===== config.mk =====
export PLATFORM = sky130hd
export DESIGN_NAME = mem_port_arbiter_flat
export DESIGN_NICKNAME = d
export VERILOG_FILES = /design/src/rtl/mem_port_arbiter_pkg.sv /design/src/rtl/mem_port_arbiter_if.sv /design/src/rtl/mem_port_arbiter_rr_arbiter.sv /design/src/rtl/mem_port_arbiter.sv /design/src/flat_wrapper.sv
export SDC_FILE = /design/constraint.sdc
export NUM_CORES = 2
export LEC_CHECK = 0
export CORE_AREA = 2 2 629 631
export CTS_CLUSTER_DIAMETER = 100
export DETAILED_ROUTE_END_ITERATION = 12
export DIE_AREA = 0 0 631 633
export GPL_ROUTABILITY_DRIVEN = 0
export HOLD_SLACK_MARGIN = 0.03
export SKIP_CTS_REPAIR_TIMING = 1
export SYNTH_ARGS = -nofsm -noshare
export SYNTH_HDL_FRONTEND = slang
export SYNTH_HIERARCHICAL = 1
export SYNTH_SLANG_ARGS = --single-unit

===== constraint.sdc =====
create_clock -name clk -period 3.13 [get_ports clk]
set_input_delay 0.626 -clock clk [delete_from_list [all_inputs] [get_ports clk]]
set_output_delay 0.626 -clock clk [all_outputs]
set_load 0.05 [all_outputs]

===== src/rtl/mem_port_arbiter_pkg.sv =====
// mem_arb_pkg: shared types and defaults for the memory-port arbiter.
//   arb_state_t : arbiter FSM state (IDLE -> ISSUE -> DONE -> IDLE)
//   DEF_*       : default parameter values used by the interface and top
//   rr_next     : round-robin pointer advance with wrap
package mem_arb_pkg;

    typedef enum logic [1:0] {
        IDLE  = 2'd0,
        ISSUE = 2'd1,
        DONE  = 2'd2
    } arb_state_t;

    localparam int DEF_NUM_REQ = 3;
    localparam int DEF_ADDR_W  = 16;
    localparam int DEF_DATA_W  = 257;
    localparam int DEF_TIMEOUT = 1024;

    // Index following idx in a ring of n requesters.
    function automatic int rr_next(input int idx, input int n);
        return (idx + 1 >= n) ? 0 : idx + 1;
    endfunction

endpackage


===== src/rtl/mem_port_arbiter_if.sv =====
// mem_port_arbiter_if: requester-side and memory-side buses of the arbiter.
//   rq_*        : packed per-requester request fields, ack/err/rdata back
//   m_*         : single memory-slave port
//   grant_id, busy, timeout_err : arbiter status
// Modports:
//   master : arbiter view (drives m_* and rq_ack/rq_err/rq_rdata/status)
//   slave  : environment view (requesters plus memory slave)
interface mem_port_arbiter_if
    import mem_arb_pkg::*;
#(
    parameter int NUM_REQ = DEF_NUM_REQ,
    parameter int ADDR_W  = DEF_ADDR_W,
    parameter int DATA_W  = DEF_DATA_W
);
    localparam int ID_W = (NUM_REQ > 1) ? $clog2(NUM_REQ) : 1;

    logic [NUM_REQ-1:0]        rq_req;
    logic [NUM_REQ-1:0]        rq_w_en;
    logic [NUM_REQ*ADDR_W-1:0] rq_addr;
    logic [NUM_REQ*DATA_W-1:0] rq_wdata;
    logic [NUM_REQ-1:0]        rq_ack;
    logic                      rq_err;
    logic [DATA_W-1:0]         rq_rdata;

    logic                      m_req;
    logic                      m_w_en;
    logic [ADDR_W-1:0]         m_addr;
    logic [DATA_W-1:0]         m_wdata;
    logic                      m_ack;
    logic [DATA_W-1:0]         m_rdata;

    logic [ID_W-1:0]           grant_id;
    logic                      busy;
    logic                      timeout_err;

    modport master (
        input  rq_req, rq_w_en, rq_addr, rq_wdata, m_ack, m_rdata,
        output rq_ack, rq_err, rq_rdata, m_req, m_w_en, m_addr, m_wdata,
        output grant_id, busy, timeout_err
    );

    modport slave (
        output rq_req, rq_w_en, rq_addr, rq_wdata, m_ack, m_rdata,
        input  rq_ack, rq_err, rq_rdata, m_req, m_w_en, m_addr, m_wdata,
        input  grant_id, busy, timeout_err
    );

endinterface


===== src/rtl/mem_port_arbiter_rr_arbiter.sv =====
// rr_arbiter: combinational round-robin pick.
//   req    : request vector
//   ptr    : highest-priority index for this pick
//   valid  : any request present
//   winner : first asserted index at or above ptr, wrapping to 0
module rr_arbiter #(
    parameter int NUM_REQ = 3
) (
    input  logic [NUM_REQ-1:0]                               req,
    input  logic [((NUM_REQ > 1) ? $clog2(NUM_REQ) : 1)-1:0] ptr,
    output logic                                             valid,
    output logic [((NUM_REQ > 1) ? $clog2(NUM_REQ) : 1)-1:0] winner
);
    localparam int ID_W = (NUM_REQ > 1) ? $clog2(NUM_REQ) : 1;

    // Scan from the farthest offset down so the nearest hit to ptr wins.
    always_comb begin
        int idx;
        idx    = 0;
        valid  = 1'b0;
        winner = '0;
        for (int i = NUM_REQ - 1; i >= 0; i--) begin
            idx = int'(ptr) + i;
            if (idx >= NUM_REQ) begin
                idx = idx - NUM_REQ;
            end
            if (req[idx]) begin
                valid  = 1'b1;
                winner = ID_W'(idx);
            end
        end
    end

endmodule


===== src/rtl/mem_port_arbiter.sv =====
// mem_port_arbiter: shares one memory port among NUM_REQ requesters with
// round-robin arbitration and a single transaction in flight.
// Ports:
//   clk    : clock, rising edge
//   reset  : synchronous, active-high
//   bus    : mem_port_arbiter_if.master
//            rq_req/rq_w_en/rq_addr/rq_wdata in, rq_ack/rq_err/rq_rdata out
//            m_req/m_w_en/m_addr/m_wdata out, m_ack/m_rdata in
//            grant_id, busy, timeout_err status out
// All outputs are registered. TIMEOUT = 0 disables the watchdog.
module mem_port_arbiter
    import mem_arb_pkg::*;
#(
    parameter int NUM_REQ = DEF_NUM_REQ,
    parameter int ADDR_W  = DEF_ADDR_W,
    parameter int DATA_W  = DEF_DATA_W,
    parameter int TIMEOUT = DEF_TIMEOUT
) (
    input logic                clk,
    input logic                reset,
    mem_port_arbiter_if.master bus
);
    localparam int ID_W  = (NUM_REQ > 1) ? $clog2(NUM_REQ) : 1;
    localparam int CNT_W = (TIMEOUT > 1) ? $clog2(TIMEOUT) : 1;
    localparam bit WD_EN = (TIMEOUT != 0);
    localparam logic [CNT_W-1:0] CNT_LAST = CNT_W'(WD_EN ? TIMEOUT - 1 : 0);

    arb_state_t        state_q, state_d;
    logic [ID_W-1:0]   ptr_q;
    logic [CNT_W-1:0]  wd_cnt_q;
    logic              arb_valid;
    logic [ID_W-1:0]   arb_winner;
    logic              ack_fire;
    logic              to_fire;

    rr_arbiter #(
        .NUM_REQ (NUM_REQ)
    ) u_rr (
        .req    (bus.rq_req),
        .ptr    (ptr_q),
        .valid  (arb_valid),
        .winner (arb_winner)
    );

    always_ff @(posedge clk) begin
        if (reset) begin
            state_q <= IDLE;
        end else begin
            state_q <= state_d;
        end
    end

    // m_ack wins over a watchdog expiry landing in the same cycle.
    always_comb begin
        state_d  = state_q;
        ack_fire = 1'b0;
        to_fire  = 1'b0;
        case (state_q)
            IDLE: begin
                if (arb_valid) begin
                    state_d = ISSUE;
                end
            end
            ISSUE: begin
                if (bus.m_ack) begin
                    ack_fire = 1'b1;
                    state_d  = DONE;
                end else if (WD_EN && (wd_cnt_q == CNT_LAST)) begin
                    to_fire = 1'b1;
                    state_d = DONE;
                end
            end
            DONE:    state_d = IDLE;
            default: state_d = IDLE;
        endcase
    end

    always_ff @(posedge clk) begin
        if (reset) begin
            ptr_q           <= '0;
            wd_cnt_q        <= '0;
            bus.m_req       <= 1'b0;
            bus.m_w_en      <= 1'b0;
            bus.m_addr      <= '0;
            bus.m_wdata     <= '0;
            bus.rq_ack      <= '0;
            bus.rq_err      <= 1'b0;
            bus.rq_rdata    <= '0;
            bus.grant_id    <= '0;
            bus.busy        <= 1'b0;
            bus.timeout_err <= 1'b0;
        end else begin
            bus.rq_ack <= '0;
            bus.rq_err <= 1'b0;
            bus.busy   <= (state_d != IDLE);
            case (state_q)
                // Latch the winner's fields so later requester changes
                // cannot disturb the in-flight transaction.
                IDLE: begin
                    if (arb_valid) begin
                        bus.grant_id <= arb_winner;
                        ptr_q        <= ID_W'(rr_next(int'(arb_winner), NUM_REQ));
                        bus.m_req    <= 1'b1;
                        bus.m_w_en   <= bus.rq_w_en[arb_winner];
                        bus.m_addr   <= bus.rq_addr[arb_winner*ADDR_W +: ADDR_W];
                        bus.m_wdata  <= bus.rq_wdata[arb_winner*DATA_W +: DATA_W];
                        wd_cnt_q     <= '0;
                    end
                end
                ISSUE: begin
                    if (ack_fire) begin
                        bus.m_req    <= 1'b0;
                        bus.rq_rdata <= bus.m_rdata;
                        bus.rq_ack   <= {{(NUM_REQ-1){1'b0}}, 1'b1} << bus.grant_id;
                    end else if (to_fire) begin
                        bus.m_req       <= 1'b0;
                        bus.rq_err      <= 1'b1;
                        bus.timeout_err <= 1'b1;
                        bus.rq_ack      <= {{(NUM_REQ-1){1'b0}}, 1'b1} << bus.grant_id;
                    end else if (WD_EN) begin
                        wd_cnt_q <= wd_cnt_q + 1'b1;
                    end
                end
                default: ;
            endcase
        end
    end

endmodule


===== src/flat_wrapper.sv =====
// flat-port wrapper written by rule: the top's interface ports become plain ports
module mem_port_arbiter_flat import mem_arb_pkg::*;
#(
    parameter int NUM_REQ = DEF_NUM_REQ,
    parameter int ADDR_W  = DEF_ADDR_W,
    parameter int DATA_W  = DEF_DATA_W,
    parameter int TIMEOUT = DEF_TIMEOUT
)
  (clk, reset, bus_rq_req, bus_rq_w_en, bus_rq_addr, bus_rq_wdata, bus_m_ack, bus_m_rdata, bus_rq_ack, bus_rq_err, bus_rq_rdata, bus_m_req, bus_m_w_en, bus_m_addr, bus_m_wdata, bus_grant_id, bus_busy, bus_timeout_err);
  mem_port_arbiter_if #(.NUM_REQ(NUM_REQ), .ADDR_W(ADDR_W), .DATA_W(DATA_W)) bus_i ();
  input logic clk;
  input logic reset;
  input wire logic [$bits(bus_i.rq_req)-1:0] bus_rq_req;
  input wire logic [$bits(bus_i.rq_w_en)-1:0] bus_rq_w_en;
  input wire logic [$bits(bus_i.rq_addr)-1:0] bus_rq_addr;
  input wire logic [$bits(bus_i.rq_wdata)-1:0] bus_rq_wdata;
  input wire logic [$bits(bus_i.m_ack)-1:0] bus_m_ack;
  input wire logic [$bits(bus_i.m_rdata)-1:0] bus_m_rdata;
  output wire logic [$bits(bus_i.rq_ack)-1:0] bus_rq_ack;
  output wire logic [$bits(bus_i.rq_err)-1:0] bus_rq_err;
  output wire logic [$bits(bus_i.rq_rdata)-1:0] bus_rq_rdata;
  output wire logic [$bits(bus_i.m_req)-1:0] bus_m_req;
  output wire logic [$bits(bus_i.m_w_en)-1:0] bus_m_w_en;
  output wire logic [$bits(bus_i.m_addr)-1:0] bus_m_addr;
  output wire logic [$bits(bus_i.m_wdata)-1:0] bus_m_wdata;
  output wire logic [$bits(bus_i.grant_id)-1:0] bus_grant_id;
  output wire logic [$bits(bus_i.busy)-1:0] bus_busy;
  output wire logic [$bits(bus_i.timeout_err)-1:0] bus_timeout_err;
  assign bus_i.rq_req = bus_rq_req;
  assign bus_i.rq_w_en = bus_rq_w_en;
  assign bus_i.rq_addr = bus_rq_addr;
  assign bus_i.rq_wdata = bus_rq_wdata;
  assign bus_i.m_ack = bus_m_ack;
  assign bus_i.m_rdata = bus_m_rdata;
  assign bus_rq_ack = bus_i.rq_ack;
  assign bus_rq_err = bus_i.rq_err;
  assign bus_rq_rdata = bus_i.rq_rdata;
  assign bus_m_req = bus_i.m_req;
  assign bus_m_w_en = bus_i.m_w_en;
  assign bus_m_addr = bus_i.m_addr;
  assign bus_m_wdata = bus_i.m_wdata;
  assign bus_grant_id = bus_i.grant_id;
  assign bus_busy = bus_i.busy;
  assign bus_timeout_err = bus_i.timeout_err;
  mem_port_arbiter #(.NUM_REQ(NUM_REQ), .ADDR_W(ADDR_W), .DATA_W(DATA_W), .TIMEOUT(TIMEOUT)) u_core (.clk(clk), .reset(reset), .bus(bus_i));
endmodule

==> impl_results.md <==
* Outcome: completed
* Clk pin slew, worst setup/hold paths at 0.06 ns
* Synthesized area at 0.0246 mm^2
* Yosys warns at 6
* Slowest cell on crit path: a211oi_1
* Tcrit/Tclk final at 99.6%
* Setup TNS Final at 0 ns
* Clk_skew at 0.0842 ns
* Top cell type's share of synthesized area at 45.1%
* Layout fillers at 44900
* Dominant synthesized flop cell: dfxtp_1
* Clk sink count at 554
* Core area at 0.392 mm^2
* Final Cell Area at 0.0521 mm^2
* DR pass1 iterations at 5
* Fin cells at 10200
* Final WL at 299000 um
* HPWL Detailed at 265000 um
* First-pass GRT wire length at 358000 um
* Synth Net Count at 4169
* Post-layout util at 13.3%
* Placed Cells at 9890
* Most frequent cell on the critical path: buf_4
* Leading area contributor after synthesis: dfxtp_1
* Die area at 0.399 mm^2
* Final hold violations at 0
* Cell count after synthesis at 3080
* Max Buffers Root-to-Sink at 4
* DR iter-0 viols at 2524
* Count leader, synth: nor2_1
* Min Clock Period, post-route at 3.12 ns
* Worst-skew pair later-pin latency at 0.82 ns
* Layout cell share with drive strength beyond 1 at 10.1%
* CP delay by family, top: buffers and inverters
* Startpoint Class: flop
* Worst vdd ir at 476 uV
* Required time of the critical path at 3.81 ns
* DR WL/cell at 29.3 um
* Seq cells post-synth at 554
* RSZ-0062 raised after global routing: true
* Drc violations at 0
* Port bufs at 1624
* Final Max Slew Viols at 0
* Worst-path cell chain: inv_1 > ha_2 > mux2i_2 > o221ai_2 > o311ai_4 > clkbuf_16 > buf_4 > buf_4 > nor2b_4 > buf_12 > a211oi_1 > buf_4 > nor3_1
* Kind of critical path: flop to flop
* Vias at 32000
* Commonest cells in the synthesized netlist: 556 x nor2_1, 554 x dfxtp_1, 532 x nand2_1
* Vias per cell at 3.13
* Synth unique cells at 44
* CTS tree: built
* HP Class: primary input to flop
* Initial antenna violation count at 417
* Die Ht at 633 um
* H-tree Lvls at 3
* Critical Path AT at 3.80 ns
* Sequential area share after synthesis at 45.1%
* Max Fclk at 0.321 GHz
* Rows at 230
* Placement Cell Area at 0.0485 mm^2
* Ys async rst share at 0%
* Leak at 0.0175 uW
* GRT overflow at 0
* Root Buffer: clkbuf_16
* Final setup viols at 0
* Inserted Clock Buffers at 83
* Tightest Pin Transition at 0.957 ns
* Layout overhead on the synthesized area at 112%
* Vias in the first global route at 28900
* Final #Nets at 5860
* Max Fanout on Critical Path at 32
* Pwr Density at 966 mW/mm^2
* Final hold slack at 0.351 ns
* Syn_area_per_cell at 7.98 um^2
* Initial core utilization at 6.27%
* Tot GR Track Use at 14.2%
* Ranking of synthesized cells by area: dfxtp_1 45%, mux2i_1 11%, nor2_1 8.5%
* Largest net degree at the start of global routing at 78
* Buf/Inv on CP at 6
* Chip width at 631 um
* Number of enable flip-flop cells after synthesis at 0
* Max-cap violation count at 0
* Slowest stage delay, CP at 0.46 ns
* Critical Path End Type: flop
* Ports at 1625
* Worst slew margin at 36.0%
* Routed Antenna Nets at 0
[layout by cell type, fill, tap and decap left out, types with 10 or more instances in the layout]
| master | Yosys | layout |
|---|---|---|
| dfxtp_1 | 554 | 552 |
| a211oi_1 | 275 | 242 |
| nand2_1 | 532 | 530 |
| nor3_1 | 279 | 279 |
| clkinv_2 | 0 | 13 |
| clkdlybuf4s50_1 | 0 | 1586 |
| clkbuf_8 | 0 | 10 |
| diode_2 | 0 | 167 |
| buf_12 | 0 | 51 |
| clkbuf_1 | 96 | 13 |
| mux2i_2 | 0 | 12 |
| a211oi_2 | 0 | 31 |
| clkbuf_16 | 0 | 87 |
| mux2i_1 | 278 | 262 |
| a21oi_1 | 267 | 267 |
| buf_4 | 35 | 230 |
| nor2_1 | 556 | 556 |
[area by class of cell]
type | instances | area, um^2 | share of cell area [%]
multi-input combinational | 2246 | 12500 | 23.9
tap | 5220 | 6530 | 12.5
antenna | 167 | 418 | 0.802
clock buffer | 107 | 2290 | 4.39
clock inverter | 34 | 400 | 0.769
sequential | 554 | 11100 | 21.3
timing repair buffer | 1880 | 18900 | 36.2
inverter | 6 | 22.5 | 0.0432
[worst register-to-register path, delay by kind of cell, from the launching register on]
family | cells | cell delay (ns)
and+or+nand+nor | 2 | 0.10
adders and majority gates | 1 | 0.20
muxes | 1 | 0.26
AOI/OAI and AO/OA | 3 | 1.06
buffers and inverters | 6 | 1.04
DFF | 1 | 0.34
[state kept, by name (all words and copies together), names as in the netlist, 2 cells and up]
name	cells
u_core/bus.m_wdata	257
u_core/bus.rq_rdata	257
u_core/bus.m_addr	16
u_core/wd_cnt_q	10
u_core/bus.rq_ack	3
u_core/bus.grant_id	2
u_core/ptr_q	2
u_core/state_q	2
[metal layers]
layer	up-vias	part of all wire, %	global-route usage, %	routed length, um
met5	-	0.48	0	1440
met3	853	14	8.47	42300
met2	2092	46	23.0	139000
met4	222	5.8	7.42	17200
li1	14200	-	-	-
met1	14600	33	14.2	100000
[path summary, 6_finish.rpt]
kind                                start                      end  slack, ns  depth (start not counted)
setup reg to reg          u_core/ptr_q[1]  u_core/bus.m_wdata[248]       0.01                         13
hold reg to reg   u_core/bus.rq_rdata[84]  u_core/bus.rq_rdata[84]       0.45                          2
hold / removal            bus_m_rdata[31]  u_core/bus.rq_rdata[31]       0.35                          3
setup / recovery          u_core/ptr_q[1]  u_core/bus.m_wdata[248]       0.01                         13
[through the flow]
step                worst slack (ns)  total power [uW]
floorplan                      0.658             26400
global placement              -0.670             39900
detailed placement            -0.636             40100
CTS                           -0.255             50000
global route                 -0.0259             52600
finish                        0.0138             50300
[report_power, final]
group	internal [uW]	total, uW	leakage [uW]	switching (uW)
logic	11200	30600	0.0116	19500
clock network	5670	9640	0.00133	3970
registers	8920	10000	0.00456	1080
total	25700	50300	0.0175	24500
[cells by family (layout without fill, tap and decap cells)]
| logic type | count (synthesis) | in the layout | share of synthesized area, % |
|---|---|---|---|
| buffers and inverters | 280 | 2027 | 5.55 |
| AOI/OAI and AO/OA | 562 | 562 | 14.5 |
| adders and majority gates | 4 | 4 | 0.204 |
| DFF | 554 | 554 | 45.1 |
| and+or+nand+nor | 1399 | 1399 | 23.2 |
| other | 0 | 167 | 0 |
| xor gates and xnor gates | 3 | 3 | 0.107 |
| muxes | 278 | 278 | 11.3 |
No activity file was read; power rests on OpenSTA's default activity.
